$ cat src/rtl/amber_wb_feeder_pkg.sv
// Shared constants and types for the Amber instruction feeder.
// Holds the NOP word, queue geometry and the bus FSM state encoding.
package amber_feeder_pkg;

  localparam logic [31:0] NOP_INST   = 32'hF0801003;
  localparam int          FIFO_DEPTH = 8;
  localparam int          INST_W     = 32;
  localparam int          LEVEL_W    = $clog2(FIFO_DEPTH + 1);

  typedef enum logic [1:0] {
    ST_IDLE,
    ST_WAIT,
    ST_ACK
  } fsm_state_t;

  // Lane 0 carries the fetched word; the upper lanes are padded with NOPs.
  function automatic logic [127:0] nop_fill(input logic [31:0] lane0);
    return {NOP_INST, NOP_INST, NOP_INST, lane0};
  endfunction

endpackage

$ cat src/rtl/amber_wb_feeder_if.sv
// 128-bit Wishbone link between the Amber core (master) and the feeder.
// Signal names follow the feeder's external naming.
interface amber_wb_feeder_if;

  logic [31:0]  i_wb_adr;
  logic [15:0]  i_wb_sel;
  logic         i_wb_we;
  logic [127:0] i_wb_dat;
  logic         i_wb_cyc;
  logic         i_wb_stb;
  logic [127:0] o_wb_dat;
  logic         o_wb_ack;
  logic         o_wb_err;

  modport master (
    output i_wb_adr, i_wb_sel, i_wb_we, i_wb_dat,
    output i_wb_cyc, i_wb_stb,
    input  o_wb_dat, o_wb_ack, o_wb_err
  );

  modport slave (
    input  i_wb_adr, i_wb_sel, i_wb_we, i_wb_dat,
    input  i_wb_cyc, i_wb_stb,
    output o_wb_dat, o_wb_ack, o_wb_err
  );

endinterface

$ cat src/rtl/amber_wb_feeder_fifo.sv
// Instruction queue for the feeder: synchronous FIFO with level count.
// Push when full and pop when empty are ignored.
module amber_feeder_fifo
  import amber_feeder_pkg::*;
#(
  parameter int DEPTH = FIFO_DEPTH,
  parameter int WIDTH = INST_W
) (
  input  logic                         i_clk,
  input  logic                         i_rst,
  input  logic                         i_push,
  input  logic                         i_pop,
  input  logic [WIDTH-1:0]             i_din,
  output logic [WIDTH-1:0]             o_dout,
  output logic                         o_full,
  output logic                         o_empty,
  output logic [$clog2(DEPTH+1)-1:0]   o_level
);

  localparam int PW = $clog2(DEPTH);
  localparam int LW = $clog2(DEPTH + 1);

  logic [WIDTH-1:0] mem [DEPTH];
  logic [PW-1:0]    wr_ptr;
  logic [PW-1:0]    rd_ptr;
  logic [LW-1:0]    level;
  logic             push_ok;
  logic             pop_ok;

  assign o_full  = (level == LW'(DEPTH));
  assign o_empty = (level == '0);
  assign o_level = level;
  assign o_dout  = mem[rd_ptr];

  assign push_ok = i_push && !o_full;
  assign pop_ok  = i_pop && !o_empty;

  always_ff @(posedge i_clk) begin
    if (push_ok) begin
      mem[wr_ptr] <= i_din;
    end
  end

  // Pointers wrap naturally because DEPTH is a power of two.
  always_ff @(posedge i_clk) begin
    if (i_rst) begin
      wr_ptr <= '0;
      rd_ptr <= '0;
      level  <= '0;
    end else begin
      if (push_ok) wr_ptr <= wr_ptr + PW'(1);
      if (pop_ok)  rd_ptr <= rd_ptr + PW'(1);
      unique case ({push_ok, pop_ok})
        2'b10:   level <= level + LW'(1);
        2'b01:   level <= level - LW'(1);
        default: level <= level;
      endcase
    end
  end

endmodule

$ cat src/rtl/amber_wb_feeder.sv
// Wishbone slave that feeds queued instructions to the Amber core.
// Define AMBER_FEEDER_WAIT_EN to add programmable wait states.
module amber_wb_feeder
  import amber_feeder_pkg::*;
(
  input  logic          i_clk,
  input  logic          i_rst,
  input  logic          i_push,
  input  logic [31:0]   i_push_inst,
  output logic          o_full,
  output logic          o_empty,
  output logic [3:0]    o_level,
`ifdef AMBER_FEEDER_WAIT_EN
  input  logic [3:0]    i_wait_cycles,
`endif
  amber_wb_feeder_if.slave wb,
  output logic          o_store_valid,
  output logic [31:0]   o_store_adr,
  output logic [15:0]   o_store_sel,
  output logic [127:0]  o_store_dat,
  output logic [15:0]   o_fetch_count,
  output logic          o_underrun,
  output logic          o_overflow
);

  fsm_state_t   state;
  fsm_state_t   state_nx;
  logic [3:0]   wait_cnt;
  logic [3:0]   wait_ld;
  logic         req_we;
  logic         req_err;
  logic [127:0] pend_dat;
  logic [127:0] wb_dat_q;
  logic [127:0] rd_word;
  logic [31:0]  fifo_dout;
  logic         fifo_full;
  logic         fifo_empty;
  logic         accept;
  logic         pop;
  logic         enter_ack;
  logic         ack_rd;
  logic         ack_c;
  logic         err_c;
  logic         sv_c;

`ifdef AMBER_FEEDER_WAIT_EN
  assign wait_ld = i_wait_cycles;
`else
  assign wait_ld = 4'd0;
`endif

  amber_feeder_fifo #(
    .DEPTH (FIFO_DEPTH),
    .WIDTH (INST_W)
  ) u_fifo (
    .i_clk   (i_clk),
    .i_rst   (i_rst),
    .i_push  (i_push),
    .i_pop   (pop),
    .i_din   (i_push_inst),
    .o_dout  (fifo_dout),
    .o_full  (fifo_full),
    .o_empty (fifo_empty),
    .o_level (o_level)
  );

  assign o_full  = fifo_full;
  assign o_empty = fifo_empty;

  assign accept = (state == ST_IDLE) && wb.i_wb_cyc && wb.i_wb_stb;
  assign pop    = accept && !wb.i_wb_we && !fifo_empty;
  assign rd_word = fifo_empty ? nop_fill(NOP_INST) : nop_fill(fifo_dout);

  // A read reaches ACK either straight from IDLE or after its wait states.
  assign enter_ack = (state_nx == ST_ACK) && (state != ST_ACK);
  assign ack_rd    = enter_ack &&
                     ((state == ST_IDLE) ? !wb.i_wb_we : !req_we);

  always_ff @(posedge i_clk) begin
    if (i_rst) state <= ST_IDLE;
    else       state <= state_nx;
  end

  always_comb begin
    state_nx = state;
    unique case (state)
      ST_IDLE: begin
        if (accept) begin
          state_nx = (wait_ld != 4'd0) ? ST_WAIT : ST_ACK;
        end
      end
      ST_WAIT: begin
        if (!wb.i_wb_cyc)          state_nx = ST_IDLE;
        else if (wait_cnt <= 4'd1) state_nx = ST_ACK;
      end
      ST_ACK:  state_nx = ST_IDLE;
      default: state_nx = ST_IDLE;
    endcase
  end

  always_comb begin
    ack_c = 1'b0;
    err_c = 1'b0;
    sv_c  = 1'b0;
    if (state == ST_ACK) begin
      ack_c = !req_err;
      err_c = req_err;
      sv_c  = req_we && !req_err;
    end
  end

  assign wb.o_wb_ack = ack_c;
  assign wb.o_wb_err = err_c;
  assign wb.o_wb_dat = wb_dat_q;
  assign o_store_valid = sv_c;

  always_ff @(posedge i_clk) begin
    if (i_rst) begin
      wait_cnt      <= 4'd0;
      req_we        <= 1'b0;
      req_err       <= 1'b0;
      pend_dat      <= '0;
      wb_dat_q      <= '0;
      o_store_adr   <= '0;
      o_store_sel   <= '0;
      o_store_dat   <= '0;
      o_fetch_count <= '0;
      o_underrun    <= 1'b0;
      o_overflow    <= 1'b0;
    end else begin
      if (i_push && fifo_full) o_overflow <= 1'b1;
      if (accept) begin
        wait_cnt <= wait_ld;
        req_we   <= wb.i_wb_we;
        req_err  <= wb.i_wb_we && (wb.i_wb_sel == 16'd0);
        if (!wb.i_wb_we) begin
          pend_dat <= rd_word;
          if (fifo_empty) o_underrun <= 1'b1;
        end else if (wb.i_wb_sel != 16'd0) begin
          o_store_adr <= wb.i_wb_adr;
          o_store_sel <= wb.i_wb_sel;
          o_store_dat <= wb.i_wb_dat;
        end
      end else if (state == ST_WAIT && wait_cnt != 4'd0) begin
        wait_cnt <= wait_cnt - 4'd1;
      end
      // Read data only moves when the ack is about to be presented.
      if (ack_rd) begin
        wb_dat_q <= (state == ST_IDLE) ? rd_word : pend_dat;
        if (o_fetch_count != 16'hFFFF) begin
          o_fetch_count <= o_fetch_count + 16'd1;
        end
      end
    end
  end

endmodule

$ cat src/flat_wrapper.sv
// flat-port wrapper written by rule: the top's interface ports become plain ports
module amber_wb_feeder_flat import amber_feeder_pkg::*;
  (i_clk, i_rst, i_push, i_push_inst, o_full, o_empty, o_level, o_store_valid, o_store_adr, o_store_sel, o_store_dat, o_fetch_count, o_underrun, o_overflow, wb_i_wb_adr, wb_i_wb_sel, wb_i_wb_we, wb_i_wb_dat, wb_i_wb_cyc, wb_i_wb_stb, wb_o_wb_dat, wb_o_wb_ack, wb_o_wb_err);
  amber_wb_feeder_if wb_i ();
  input  logic i_clk;
  input  logic i_rst;
  input  logic i_push;
  input  logic [31:0] i_push_inst;
  output logic o_full;
  output logic o_empty;
  output logic [3:0] o_level;
  output logic o_store_valid;
  output logic [31:0] o_store_adr;
  output logic [15:0] o_store_sel;
  output logic [127:0] o_store_dat;
  output logic [15:0] o_fetch_count;
  output logic o_underrun;
  output logic o_overflow;
  input wire logic [$bits(wb_i.i_wb_adr)-1:0] wb_i_wb_adr;
  input wire logic [$bits(wb_i.i_wb_sel)-1:0] wb_i_wb_sel;
  input wire logic [$bits(wb_i.i_wb_we)-1:0] wb_i_wb_we;
  input wire logic [$bits(wb_i.i_wb_dat)-1:0] wb_i_wb_dat;
  input wire logic [$bits(wb_i.i_wb_cyc)-1:0] wb_i_wb_cyc;
  input wire logic [$bits(wb_i.i_wb_stb)-1:0] wb_i_wb_stb;
  output wire logic [$bits(wb_i.o_wb_dat)-1:0] wb_o_wb_dat;
  output wire logic [$bits(wb_i.o_wb_ack)-1:0] wb_o_wb_ack;
  output wire logic [$bits(wb_i.o_wb_err)-1:0] wb_o_wb_err;
  assign wb_i.i_wb_adr = wb_i_wb_adr;
  assign wb_i.i_wb_sel = wb_i_wb_sel;
  assign wb_i.i_wb_we = wb_i_wb_we;
  assign wb_i.i_wb_dat = wb_i_wb_dat;
  assign wb_i.i_wb_cyc = wb_i_wb_cyc;
  assign wb_i.i_wb_stb = wb_i_wb_stb;
  assign wb_o_wb_dat = wb_i.o_wb_dat;
  assign wb_o_wb_ack = wb_i.o_wb_ack;
  assign wb_o_wb_err = wb_i.o_wb_err;
  amber_wb_feeder u_core (.i_clk(i_clk), .i_rst(i_rst), .i_push(i_push), .i_push_inst(i_push_inst), .o_full(o_full), .o_empty(o_empty), .o_level(o_level), .wb(wb_i), .o_store_valid(o_store_valid), .o_store_adr(o_store_adr), .o_store_sel(o_store_sel), .o_store_dat(o_store_dat), .o_fetch_count(o_fetch_count), .o_underrun(o_underrun), .o_overflow(o_overflow));
endmodule
$ cat config.mk
export PLATFORM = sky130hd
export DESIGN_NAME = amber_wb_feeder_flat
export DESIGN_NICKNAME = d
export VERILOG_FILES = /design/src/rtl/amber_wb_feeder_pkg.sv /design/src/rtl/amber_wb_feeder_if.sv /design/src/rtl/amber_wb_feeder_fifo.sv /design/src/rtl/amber_wb_feeder.sv /design/src/flat_wrapper.sv
export SDC_FILE = /design/constraint.sdc
export NUM_CORES = 1
export LEC_CHECK = 0
export ABC_AREA = 1
export CELL_PAD_IN_SITES_DETAIL_PLACEMENT = 1
export CELL_PAD_IN_SITES_GLOBAL_PLACEMENT = 1
export CORE_UTILIZATION = 33
export CTS_CLUSTER_SIZE = 20
export DETAILED_ROUTE_END_ITERATION = 8
export PLACE_DENSITY_LB_ADDON = 0.1
export SLEW_MARGIN = 20
export SYNTH_ARGS = -nofsm -noshare
export SYNTH_HDL_FRONTEND = slang
export SYNTH_SLANG_ARGS = --single-unit
export TNS_END_PERCENT = 100
$ cat constraint.sdc
create_clock -name i_clk -period 2.7 [get_ports i_clk]
set_clock_uncertainty 0.15 [all_clocks]
set_input_delay 0.405 -clock i_clk [delete_from_list [all_inputs] [get_ports i_clk]]
set_output_delay 0.405 -clock i_clk [all_outputs]
set_load 0.05 [all_outputs]
==> impl_metrics.toml <==
[place]
place.gp.congestion = 0.841
place_hpwl_um = 53300
io_buffers = 472

[timing]
max_freq_ghz = 0.381
setup-violations-final = 0
slew_headroom_pct = 23.7
tightest_slew_ns = 1.14
period_share_pct = 97.2
period_minus_slack_ns = 2.62
rsz0062_at_grt = "no"
slew_violations = 0
final.setup.tns_ns = 0
final_hold_viol_count = 0

[setup_path]
crit_arrival_ns = 2.07
path_delay_family = "buffers and inverters"
critPathCaptureType = "output pin"
cpMaxStageDelayCell = "clkdlybuf4s50_1"
startpoint_type = "flip-flop"
path_max_fanout = 10
critPathBufInv = 1
path_cells = "clkdlybuf4s50_1"
critical_path_class = "flip-flop to output pin"
max_stage_delay_ns = 0.89
crit_required_ns = 2.14

[yosys]
yosys.cell_types.count = 32
netlist.area_leader.share_pct = 34.2
muxShareOfSynthArea_pct = 0
synthTopCellsByCount = "nand2_1, nand3_1, a21oi_1"
syn_avg_cell_area_um2 = 8.93
synth_top_family_by_area = "simple AND/OR/NAND/NOR gates"
synth-seq-area-share_pct = 59.3
synth-simple-area-share_pct = 22.5
ys.flop_type = "dfxtp_1"
yosys_warnings = 0
synth_top_cell_by_area = "edfxtp_1"
synth_cells = 2514
synth_most_common_cell = "nand2_1"
synth_compound_area_share_pct = 7.65
synth_edf_count = 256
synth_fa_ha_area_share_pct = 0.591
synthXorXnorAreaFrac_pct = 0.351
ys_top_cells_by_area = "edfxtp_1, dfxtp_1, nand2_1"
syn_area_um2 = 22500
async_reset_ff_share_pct = 0
ys_ff_latch = 537

[flow_run]
maxCapViolations = 0

[routing]
ant_nets = 0
drtPass1Iterations = 5
drc = 0
routed_via_density = 4.89
wl_per_cell_um = 20.7
drt_wl_total_um = 80000
num_vias = 18800
drtIter0Drc = 1101

[layout]
fillers = 7639
syn2layout_area_growth_pct = 33.6
finish.utilization_pct = 44.6
drive_gt1_share_pct = 6.85
multi_input_comb_area_um2 = 7330
nets = 3151
seq_area_um2 = 13300

[clock_tree]
cts_made_buffers = 61
clock-sinks = 537
cts_buffer_depth = 3
path_clk_slew_ns = 0.06
post_cts_buffers = 0
root_buffer = "clkbuf_16"
insertion_delay_ns = 0.64
htree_levels = 2
cts_tree = "done"

[worst_hold_path]
hp-class = "input port to flip-flop"

[global_route]
antenna_found_initial = 6
grt_start_max_net_pins = 178
grt_pass1_vias = 19100
grt_usage_pct = 22.7
grt_pass1_wl_um = 122000
grt-ovfl-total = 0

[power_and_ir_drop]
vdd_drop_max_mv = 0.470
p_per_area_nw_per_um2 = 670
leakage_nw = 11.6

[run_status]
status = "finished clean"

[floorplan]
fp.dieH_um = 263
std_cell_rows = 95
design.core.area_um2 = 67300
pin_count = 545
initial_utilization_pct = 33.4
die_area_um2 = 69100
fp.dieW_um = 263
## layout by cell type, fill, tap and decap left out, drive strengths merged, types with 3 or more instances in the layout
master / n
inv: 178
dfxtp: 281
nor3: 3
o21ai: 39
clkbuf: 72
o21a: 3
diode: 3
dlygate4sd2: 21
ha: 9
nand2: 708
edfxtp: 256
clkinvlp: 6
bufinv: 7
dlymetal6s2s: 3
clkdlybuf4s50: 446
conb: 72
a21oi: 294
nand4: 31
nor2: 66
xor2: 6
clkinv: 31
buf: 64
xnor2: 3
nand3: 375
## where the power goes
part           internal, mW  leakage (nW)  switching [mW]  total, mW
Sequential             8.78          4.61           0.117       8.89
Clock                  5.03          1.03            3.56       8.59
Combinational         0.845          5.94            1.78       2.62
## sequential cells by signal, summed over array words and instances (netlist names), named ones only
register               cells
u_core.wb.o_wb_dat        33
u_core.wait_cnt            4
u_core.o_store_adr        32
u_core.o_fetch_count      16
u_core.o_underrun          1
u_core.state               2
u_core.u_fifo.wr_ptr       3
u_core.o_store_dat       128
u_core.o_store_sel        16
u_core.o_overflow          1
u_core.req_we              1
u_core.req_err             1
u_core.pend_dat           33
u_core.u_fifo.o_level      4
u_core.u_fifo.mem        256
u_core.u_fifo.rd_ptr       3
## cells by family (layout without fill, tap and decap cells)
| family | count (synthesis) | after routing |
|---|---|---|
| buf+inv | 434 | 829 |
| compound gates | 339 | 339 |
| simple gates | 1184 | 1184 |
| flops | 537 | 537 |
| fa+ha+maj | 10 | 10 |
| other cells | 1 | 75 |
| xor+xnor | 9 | 9 |
## layer usage
metal	global-route usage (%)	up-vias	wire, um
li1	-	9018	-
met1	29.2	9306	35100
met2	38.8	406	39200
met3	4.29	105	3810
met4	6.13	4	1850
met5	0	-	27
## through the flow
stage	cell area (um2)	std cells	total power, mW	setup slack (ns)	hold WS, ns
floorplan	22700	2585	10.7	-0.407	0.283
global placement	27900	3736	11.7	-0.133	0.296
detailed placement	27900	3736	11.7	-0.142	0.299
CTS	30000	3853	20.4	0.00458	0.156
global route	30000	3856	20.8	0.00269	0.180
finish	30000	3856	20.1	0.0760	0.196
## cell type report
cell class                      count  area share, %
Antenna cell                        3         0.0250
Clock buffer                       72           5.50
Clock inverter                     44           1.43
Inverter                          178           2.24
Multi-Input combinational cell   1614           24.4
Sequential cell                   537           44.4
Tap cell                          873           3.64
Timing Repair Buffer              535           18.3
## worst paths after layout
check / slack [ns] / cells past startpoint / endpoint / startpoint
max: 0.08 / 1 / wb_o_wb_dat[94] / u_core.wb.o_wb_dat[126]
min: 0.20 / 3 / u_core.o_store_dat[31] / wb_i_wb_dat[31]
max reg2reg: 0.37 / 10 / u_core.o_fetch_count[7] / u_core.state[0]
min reg2reg: 0.31 / 2 / u_core.o_overflow / u_core.o_overflow
## what timing repair did
item | 4_1_cts | 5_1_grt
cloned | 0 | 0
setup endpoints to repair | 21 | 7
endpoints found under the hold margin | 18 | 0
resized for setup | 21 | 3
hold buffers | 1 | 0
Note: power is estimated with default switching activity, not from simulation.
